==> config.mk <==
export PLATFORM = sky130hd
export DESIGN_NAME = mux_scan_ctrl
export DESIGN_NICKNAME = d
export VERILOG_FILES = /design/src/rtl/mux_scan_pkg.sv /design/src/rtl/mux_scan_ctrl.sv
export SDC_FILE = /design/constraint.sdc
export NUM_CORES = 1
export LEC_CHECK = 0
export BUFFER_PORTS_ARGS = -buffer_cell sky130_fd_sc_hd__buf_2
export CORE_AREA = 2 2 57 59
export DETAILED_ROUTE_END_ITERATION = 12
export DIE_AREA = 0 0 59 61
export PLACE_DENSITY = 0.52
export SKIP_LAST_GASP = 1
export SYNTH_ARGS = -nofsm -noshare
export SYNTH_HDL_FRONTEND = slang
export SYNTH_SLANG_ARGS = --single-unit
==> constraint.sdc <==
create_clock -name clk -period 5.35 [get_ports clk]
set_input_delay 0.2675 -clock clk [delete_from_list [all_inputs] [get_ports clk]]
set_output_delay 0.2675 -clock clk [all_outputs]
set_load 0.01 [all_outputs]
==> src/rtl/mux_scan_pkg.sv <==
// Shared types and default parameters for the mux select/capture sequencer.
package mux_scan_pkg;

    typedef enum logic [1:0] {
        ST_IDLE   = 2'd0,
        ST_SETTLE = 2'd1,
        ST_SAMPLE = 2'd2,
        ST_DONE   = 2'd3
    } scan_state_t;

    localparam int unsigned N_INPUTS_DEF      = 8;
    localparam int unsigned SETTLE_CYCLES_DEF = 1;

endpackage

==> src/rtl/mux_scan_ctrl.sv <==
// Steps the mux select through every input, samples each after a settle
// window, and hands the assembled word downstream over valid/ready.
module mux_scan_ctrl
    import mux_scan_pkg::*;
#(
    parameter int unsigned N_INPUTS      = N_INPUTS_DEF,
    parameter int unsigned SEL_W         = $clog2(N_INPUTS),
    parameter int unsigned SETTLE_CYCLES = SETTLE_CYCLES_DEF
) (
    input  logic                clk,
    input  logic                rst_n,
    input  logic                start,
    input  logic                abort,
    input  logic                mux_out,
    output logic [SEL_W-1:0]    sel,
    output logic                busy,
    output logic [N_INPUTS-1:0] data_out,
    output logic                data_valid,
    input  logic                data_ready
);

    localparam int unsigned CNT_W = $clog2(SETTLE_CYCLES + 1);

    scan_state_t         r_state;
    scan_state_t         w_state_nxt;
    logic [CNT_W-1:0]    r_cnt;
    logic [CNT_W-1:0]    w_cnt_nxt;
    logic [SEL_W-1:0]    r_sel;
    logic [SEL_W-1:0]    w_sel_nxt;
    logic [N_INPUTS-1:0] r_asm;
    logic [N_INPUTS-1:0] w_asm_nxt;
    logic [N_INPUTS-1:0] r_data_out;
    logic [N_INPUTS-1:0] w_data_out_nxt;
    logic                r_busy;
    logic                w_busy_nxt;
    logic                r_data_valid;
    logic                w_data_valid_nxt;
    logic                w_settle_done;
    logic                w_last_sel;
    logic                w_handshake;

    assign w_settle_done = (r_cnt == CNT_W'(SETTLE_CYCLES - 1));
    assign w_last_sel    = (r_sel == SEL_W'(N_INPUTS - 1));
    assign w_handshake   = r_data_valid && data_ready;

    // State register.
    always_ff @(posedge clk or negedge rst_n) begin
        if (!rst_n) begin
            r_state <= ST_IDLE;
        end else begin
            r_state <= w_state_nxt;
        end
    end

    // Next-state logic; abort outranks sample completion, DONE ignores abort.
    always_comb begin
        w_state_nxt = r_state;
        case (r_state)
            ST_IDLE: begin
                if (start) w_state_nxt = ST_SETTLE;
            end
            ST_SETTLE: begin
                if (abort)              w_state_nxt = ST_IDLE;
                else if (w_settle_done) w_state_nxt = ST_SAMPLE;
            end
            ST_SAMPLE: begin
                if (abort)           w_state_nxt = ST_IDLE;
                else if (w_last_sel) w_state_nxt = ST_DONE;
                else                 w_state_nxt = ST_SETTLE;
            end
            ST_DONE: begin
                if (w_handshake) w_state_nxt = start ? ST_SETTLE : ST_IDLE;
            end
            default: w_state_nxt = ST_IDLE;
        endcase
    end

    // Datapath and output next values; sel only moves on sample, abort or idle.
    always_comb begin
        w_cnt_nxt        = r_cnt;
        w_sel_nxt        = r_sel;
        w_asm_nxt        = r_asm;
        w_data_out_nxt   = r_data_out;
        case (r_state)
            ST_IDLE: begin
                w_cnt_nxt = '0;
                w_sel_nxt = '0;
            end
            ST_SETTLE: begin
                if (abort) begin
                    w_cnt_nxt = '0;
                    w_sel_nxt = '0;
                end else if (w_settle_done) begin
                    w_cnt_nxt = '0;
                end else begin
                    w_cnt_nxt = r_cnt + CNT_W'(1);
                end
            end
            ST_SAMPLE: begin
                w_cnt_nxt = '0;
                if (abort) begin
                    w_sel_nxt = '0;
                end else begin
                    w_asm_nxt[r_sel] = mux_out;
                    if (w_last_sel) begin
                        w_data_out_nxt = {mux_out, r_asm[N_INPUTS-2:0]};
                        w_sel_nxt      = '0;
                    end else begin
                        w_sel_nxt = r_sel + SEL_W'(1);
                    end
                end
            end
            ST_DONE: begin
                w_cnt_nxt = '0;
                w_sel_nxt = '0;
            end
            default: begin
                w_cnt_nxt = '0;
                w_sel_nxt = '0;
            end
        endcase
        w_busy_nxt       = (w_state_nxt == ST_SETTLE) || (w_state_nxt == ST_SAMPLE);
        w_data_valid_nxt = (w_state_nxt == ST_DONE);
    end

    // Datapath and output registers.
    always_ff @(posedge clk or negedge rst_n) begin
        if (!rst_n) begin
            r_cnt        <= '0;
            r_sel        <= '0;
            r_asm        <= '0;
            r_data_out   <= '0;
            r_busy       <= 1'b0;
            r_data_valid <= 1'b0;
        end else begin
            r_cnt        <= w_cnt_nxt;
            r_sel        <= w_sel_nxt;
            r_asm        <= w_asm_nxt;
            r_data_out   <= w_data_out_nxt;
            r_busy       <= w_busy_nxt;
            r_data_valid <= w_data_valid_nxt;
        end
    end

    assign sel        = r_sel;
    assign busy       = r_busy;
    assign data_out   = r_data_out;
    assign data_valid = r_data_valid;

endmodule

## Word-level counts from Yosys, hierarchy flattened

Cells that the tools add are included.

| word-level totals | value |
|---|---|
| register bits | 24 |
| bits in latches | 0 |
| bits in writable memories | 0 |
| memory bits (read-only) | 0 |
| input port bits | 6 |
| output and inout bits | 13 |
| word-level logic and storage cells | 46 |
| memories kept | 0 |

| cells by class | value |
|---|---|
| add/sub/neg operators | 2 |
| multiply operators | 0 |
| div/mod/pow operators | 0 |
| order comparisons | 2 |
| eq/ne operators | 8 |
| shift operators | 0 |
| multiplexer cells | 18 |
| bitwise gates (word level) | 1 |
| reductions and logical operators | 8 |

Operators by type and width:

| cell | number |
|---|---|
| two-way mux 2 bit | 6 |
| two-way mux 3 bit | 3 |
| case mux 3 bit (3 select lines) | 1 |
| bitwise mux 8 bit | 1 |
| equality test 2 bit (second input constant) | 4 |
| case mux 2 bit (4 select lines) | 1 |
| equality test 2 x 1 -> 1 bit (second input constant) | 2 |
| less-than comparator 3 x 4 -> 1 bit (second input constant) | 1 |
| two-way mux 1 bit | 4 |
| adder 3 x 1 -> 3 bit (second input constant) | 1 |
| demux 1 bit (select 3 bit) | 1 |
| equality test 3 bit (second input constant) | 1 |
| >= comparator 3 x 1 -> 1 bit (second input constant) | 1 |
| AND reduction 3 bit | 1 |
| OR reduction 3 bit | 1 |
| logical AND 1 bit | 2 |
| zero test 2 bit | 1 |
| inequality test 2 bit (second input constant) | 1 |
| case mux 1 bit (2 select lines) | 1 |
| AND reduction 2 bit | 1 |
| OR reduction 2 bit | 1 |
| adder 1 bit (second input constant) | 1 |
| logical OR 1 bit | 1 |
| NOT 1 bit | 1 |

## Depth between registers and ports, before layout

| depth | value |
|---|---|
| depth after elaboration | 6 |
| gate-level depth with buffers | 6 |

## Worst setup path after synthesis

Ideal clock, no wire load.

| timing | value |
|---|---|
| path type | register to register |
| start | reg r_sel[0] (netlist: sel[0]) |
| end | reg r_busy (netlist: busy) |
| setup time | 0.126 ns |
| arrival | 1.601 ns |
| required time | 5.224 ns |
| setup slack | 3.623 ns |
| cell stages (with the launch flop) | 7 |
| period minus slack after synthesis | 1.727 ns |
| path through | dfrtp_1 ha_1 ha_1 and3b_1 buf_6 a31o_1 ha_1 |

| on the way | value |
|---|---|
| word-level cells in the longest chain between the ends | 6 |
| elaborated cells between the ends (all ways) | 7 |
| classes of those cells | eq/ne (3); mux (3); reduce/logical (1) |

RTL lines:

| what | line | source |
|---|---|---|
| start, declared | mux_scan_ctrl.sv:28 | `logic [SEL_W-1:0] r_sel;` |
| start signal, assigned | mux_scan_ctrl.sv:137 | `r_sel <= w_sel_nxt;` |
| equality test 3 bit * | mux_scan_ctrl.sv:43 | `assign w_last_sel = (r_sel == SEL_W'(N_INPUTS - 1));` |
| two-way mux 2 bit * | mux_scan_ctrl.sv:68 | `else if (w_last_sel) w_state_nxt = ST_DONE;` |
| two-way mux 2 bit * | mux_scan_ctrl.sv:67 | `if (abort) w_state_nxt = ST_IDLE;` |
| case mux 2 bit (4 select lines) * | mux_scan_ctrl.sv:58 | `case (r_state)` |
| equality test 2 x 1 -> 1 bit / equality test 2 bit (equally long branches) | mux_scan_ctrl.sv:122 | `w_busy_nxt = (w_state_nxt == ST_SETTLE) \|\| (w_state_nxt == ST_SAMPLE);` |
| logical OR 1 bit * | mux_scan_ctrl.sv:122 |  |
| named net w_busy_nxt | mux_scan_ctrl.sv:35 | `logic w_busy_nxt;` |
| end signal, assigned | mux_scan_ctrl.sv:140 | `r_busy <= w_busy_nxt;` |
| end, declared | mux_scan_ctrl.sv:34 | `logic r_busy;` |

The timed path passes the listed nets; every way through them passes the cells marked *.
A chain may end at the register's enable or synchronous reset.

## Worst setup path in the final report

Same ends and word-level chain as after synthesis.

==> impl_metrics.env <==
export IMPL_dp_cells=120
export IMPL_crit_arrival_ns=2.11
export IMPL_cts_made_buffers=3
export IMPL_synth_ff_type="dfrtp_1"
export IMPL_n_antenna_cell=0
export IMPL_critPathKind="flop to flop"
export IMPL_finalSetupTns_ns=0
export IMPL_io_pin_count=19
export IMPL_clkTransAtPathRegs_ns=0.12
export IMPL_crit_path_start_kind="flop"
export IMPL_ir_drop_mv=0.1740
export IMPL_slowest_stage="dfrtp_1"
export IMPL_gr_usage_all_layers_pct=11.25
export IMPL_cts_sinks=22
export IMPL_wl_per_cell_um=13.32
export IMPL_hold_viol_final=0
export IMPL_synth_top_family_by_area="multiplexers"
export IMPL_synth_cell_types=20
export IMPL_synthAdderAreaFrac_pct=3.783
export IMPL_rsz0062_at_grt="no"
export IMPL_wirelength_um=1665
export IMPL_first_iter_violations=9
export IMPL_nNetsFinal=102
export IMPL_finalCriticalPeriod_ns=1.905
export IMPL_die_area_um2=3599
export IMPL_grt_first_pass_wirelength_um=2918
export IMPL_cts_resized=0
export IMPL_drv_cap=0
export IMPL_synth_edf_count=0
export IMPL_cts_buffer_depth=2
export IMPL_endpoint_kind="flop"
export IMPL_yosysWarnings=0
export IMPL_setup_viol=0
export IMPL_fmax_mhz=524.9
export IMPL_cts_tree="done"
export IMPL_globalplace_congestion=0.6940
export IMPL_syn_area_um2=992.2
export IMPL_hold_path_class="primary input to flop"
export IMPL_instances_no_fill=125
export IMPL_regToRegStartpoint="sel[0]$_DFFE_PN0N_"
export IMPL_post_cts_buffers=0
export IMPL_firstDrtPassIters=4
export IMPL_p_leak_nw=0.5974
export IMPL_syn_inst=70
export IMPL_via_per_inst=4.880
export IMPL_hpwl_um=1154
export IMPL_yosysSeqAreaShare_pct=55.49
export IMPL_r2r_end="busy$_DFF_PN0_"
export IMPL_crit_path_max_incr_delay_ns=0.48
export IMPL_synthSimpleGateAreaFrac_pct=14.00
export IMPL_slew_headroom_pct=61.51
export IMPL_synth_compound_area_share_pct=4.540
export IMPL_worstMarginPinSlew_ns=0.5774
export IMPL_hold_depth=2
export IMPL_grt_start_max_net_pins=23
export IMPL_p_per_area_nw_per_um2=327.4
export IMPL_final_common_cell="dfrtp_1"
export IMPL_synth_xor_area_share_pct=0
export IMPL_async_reset_ff_share_pct=100.0
export IMPL_die_w_um=59
export IMPL_fill_cells=296
export IMPL_clkLatencyLatePin_ns=0.30
export IMPL_cp_common_cell="ha_1"
export IMPL_coreArea_um2=2953
export IMPL_layout_common_cells="dfrtp_1, buf_2, mux2_4, mux2_1, nand2_1"
export IMPL_drive_gt1_share_pct=34.78
export IMPL_synth_ff_latch_count=22
export IMPL_die_y_um=61
export IMPL_ff2ff_setup_slack_ns=3.45
export IMPL_areaGrowthSynthToFinish_pct=16.77
export IMPL_rows=20
export IMPL_finalCritPeriodShare_pct=35.61
export IMPL_ant_nets=0
export IMPL_rr_worst_depth=5
export IMPL_routed_via_count=610
export IMPL_crit_required_ns=5.55
export IMPL_skew_ns=0.001951
export IMPL_crit_fanout=10
export IMPL_min_to="sel[0]$_DFFE_PN0N_"
export IMPL_synthMuxAreaShare_pct=21.06
export IMPL_initial_utilization_pct=33.60
export IMPL_drc=0
export IMPL_status="complete, no violations"
export IMPL_synthesis_nets=79
export IMPL_syn_avg_cell_area_um2=14.17
export IMPL_antenna_found_initial=0
export IMPL_slew_viol_final=0
export IMPL_cts_root_buf="clkbuf_4"
export IMPL_htreeDepth=1
export IMPL_hp_start="abort"
export IMPL_first_global_vias=626
export IMPL_grt_overflow=0
export IMPL_port_buffers=18
export IMPL_worstPathCellList="ha_1, ha_1, and3b_1, a31o_1, ha_1"
[worst max path at each step]
stage | slack, ns | cells after the start | endpoint | from
3_5_place_dp | 3.44 | 5 | busy$_DFF_PN0_ | sel[0]$_DFFE_PN0N_
5_1_grt | 3.32 | 5 | busy$_DFF_PN0_ | sel[1]$_DFFE_PN0N_
4_1_cts | 3.42 | 5 | busy$_DFF_PN0_ | sel[0]$_DFFE_PN0N_
2_1_floorplan | 3.62 | 6 | busy$_DFF_PN0_ | sel[0]$_DFFE_PN0N_
3_3_place_gp | 3.50 | 5 | busy$_DFF_PN0_ | sel[0]$_DFFE_PN0N_
6_report | 3.45 | 5 | busy$_DFF_PN0_ | sel[0]$_DFFE_PN0N_
[cell families (layout without fill, tap and decap cells)]
family	count (synthesis)	in the layout
mux	16	16
flops	22	22
buf+inv	1	23
simple gates	22	22
fa+ha+maj	3	3
compound gates	6	6
[cell usage after synthesis, drive strengths merged, types with 2 or more instances]
cell type	n	area (um^2)
nand2	6	22.52
ha	3	37.54
nor2	4	15.01
a31o	2	17.52
nand3	3	15.01
nor2b	4	27.53
a22oi	2	15.01
dfrtp	22	550.5
mux2	15	199.0
[registers in the layout, summed over array words and instances, names as in the netlist]
name	cells
data_out	8
r_asm	7
sel	3
r_state	2
busy	1
data_valid	1
[per-stage QoR]
stage	worst slack, ns	utilization [%]	power [mW]	hold slack, ns	instance area (um^2)
6_report	3.445	39.24	0.3793	0.2335	1159
5_1_grt	3.318	39.24	0.4051	0.2348	1159
4_1_cts	3.421	39.24	0.3860	0.2220	1159
3_5_place_dp	3.437	37.67	0.2910	0.2635	1112
3_3_place_gp	3.504	37.67	0.2894	0.2580	1112
2_1_floorplan	3.623	-	0.2620	-0.02809	992.2
[final cells by class]
type / instances / area (um^2) / share of cell area, %
sequential: 22 / 550.5 / 47.52
multi-input combinational: 47 / 430.4 / 37.15
timing repair buffer: 19 / 100.1 / 8.639
tap: 33 / 41.29 / 3.564
clock buffer: 4 / 36.28 / 3.132
[critical path, delay by kind of cell, from the launching register on]
kind	cells	cell delay [ns]
AOI/OAI and AO/OA	1	0.28
adders and majority gates	3	0.68
DFF	1	0.48
and+or+nand+nor	1	0.35
[power by group]
group	internal (mW)	total [mW]	switching, mW
registers	0.188	0.215	0.0268
logic	0.0374	0.0731	0.0357
clock network	0.0415	0.0910	0.0495
total	0.267	0.379	0.112
[metal layers]
metal  part of all wire [%]  vias up  global-route usage [%]
li1                       -      295                       -
met1                     49      292                   13.53
met2                     43       21                   18.25
met3                    6.4        2                   4.691
met4                    1.2        0                   3.896
met5                      0        -                       0
[repair_timing]
item | 4_1_cts | 5_1_grt
hold endpoints to repair | 22 | 0
hold buffers | 1 | 0
endpoints found under the setup margin | 0 | 0
No activity file was read; power rests on OpenSTA's default activity.
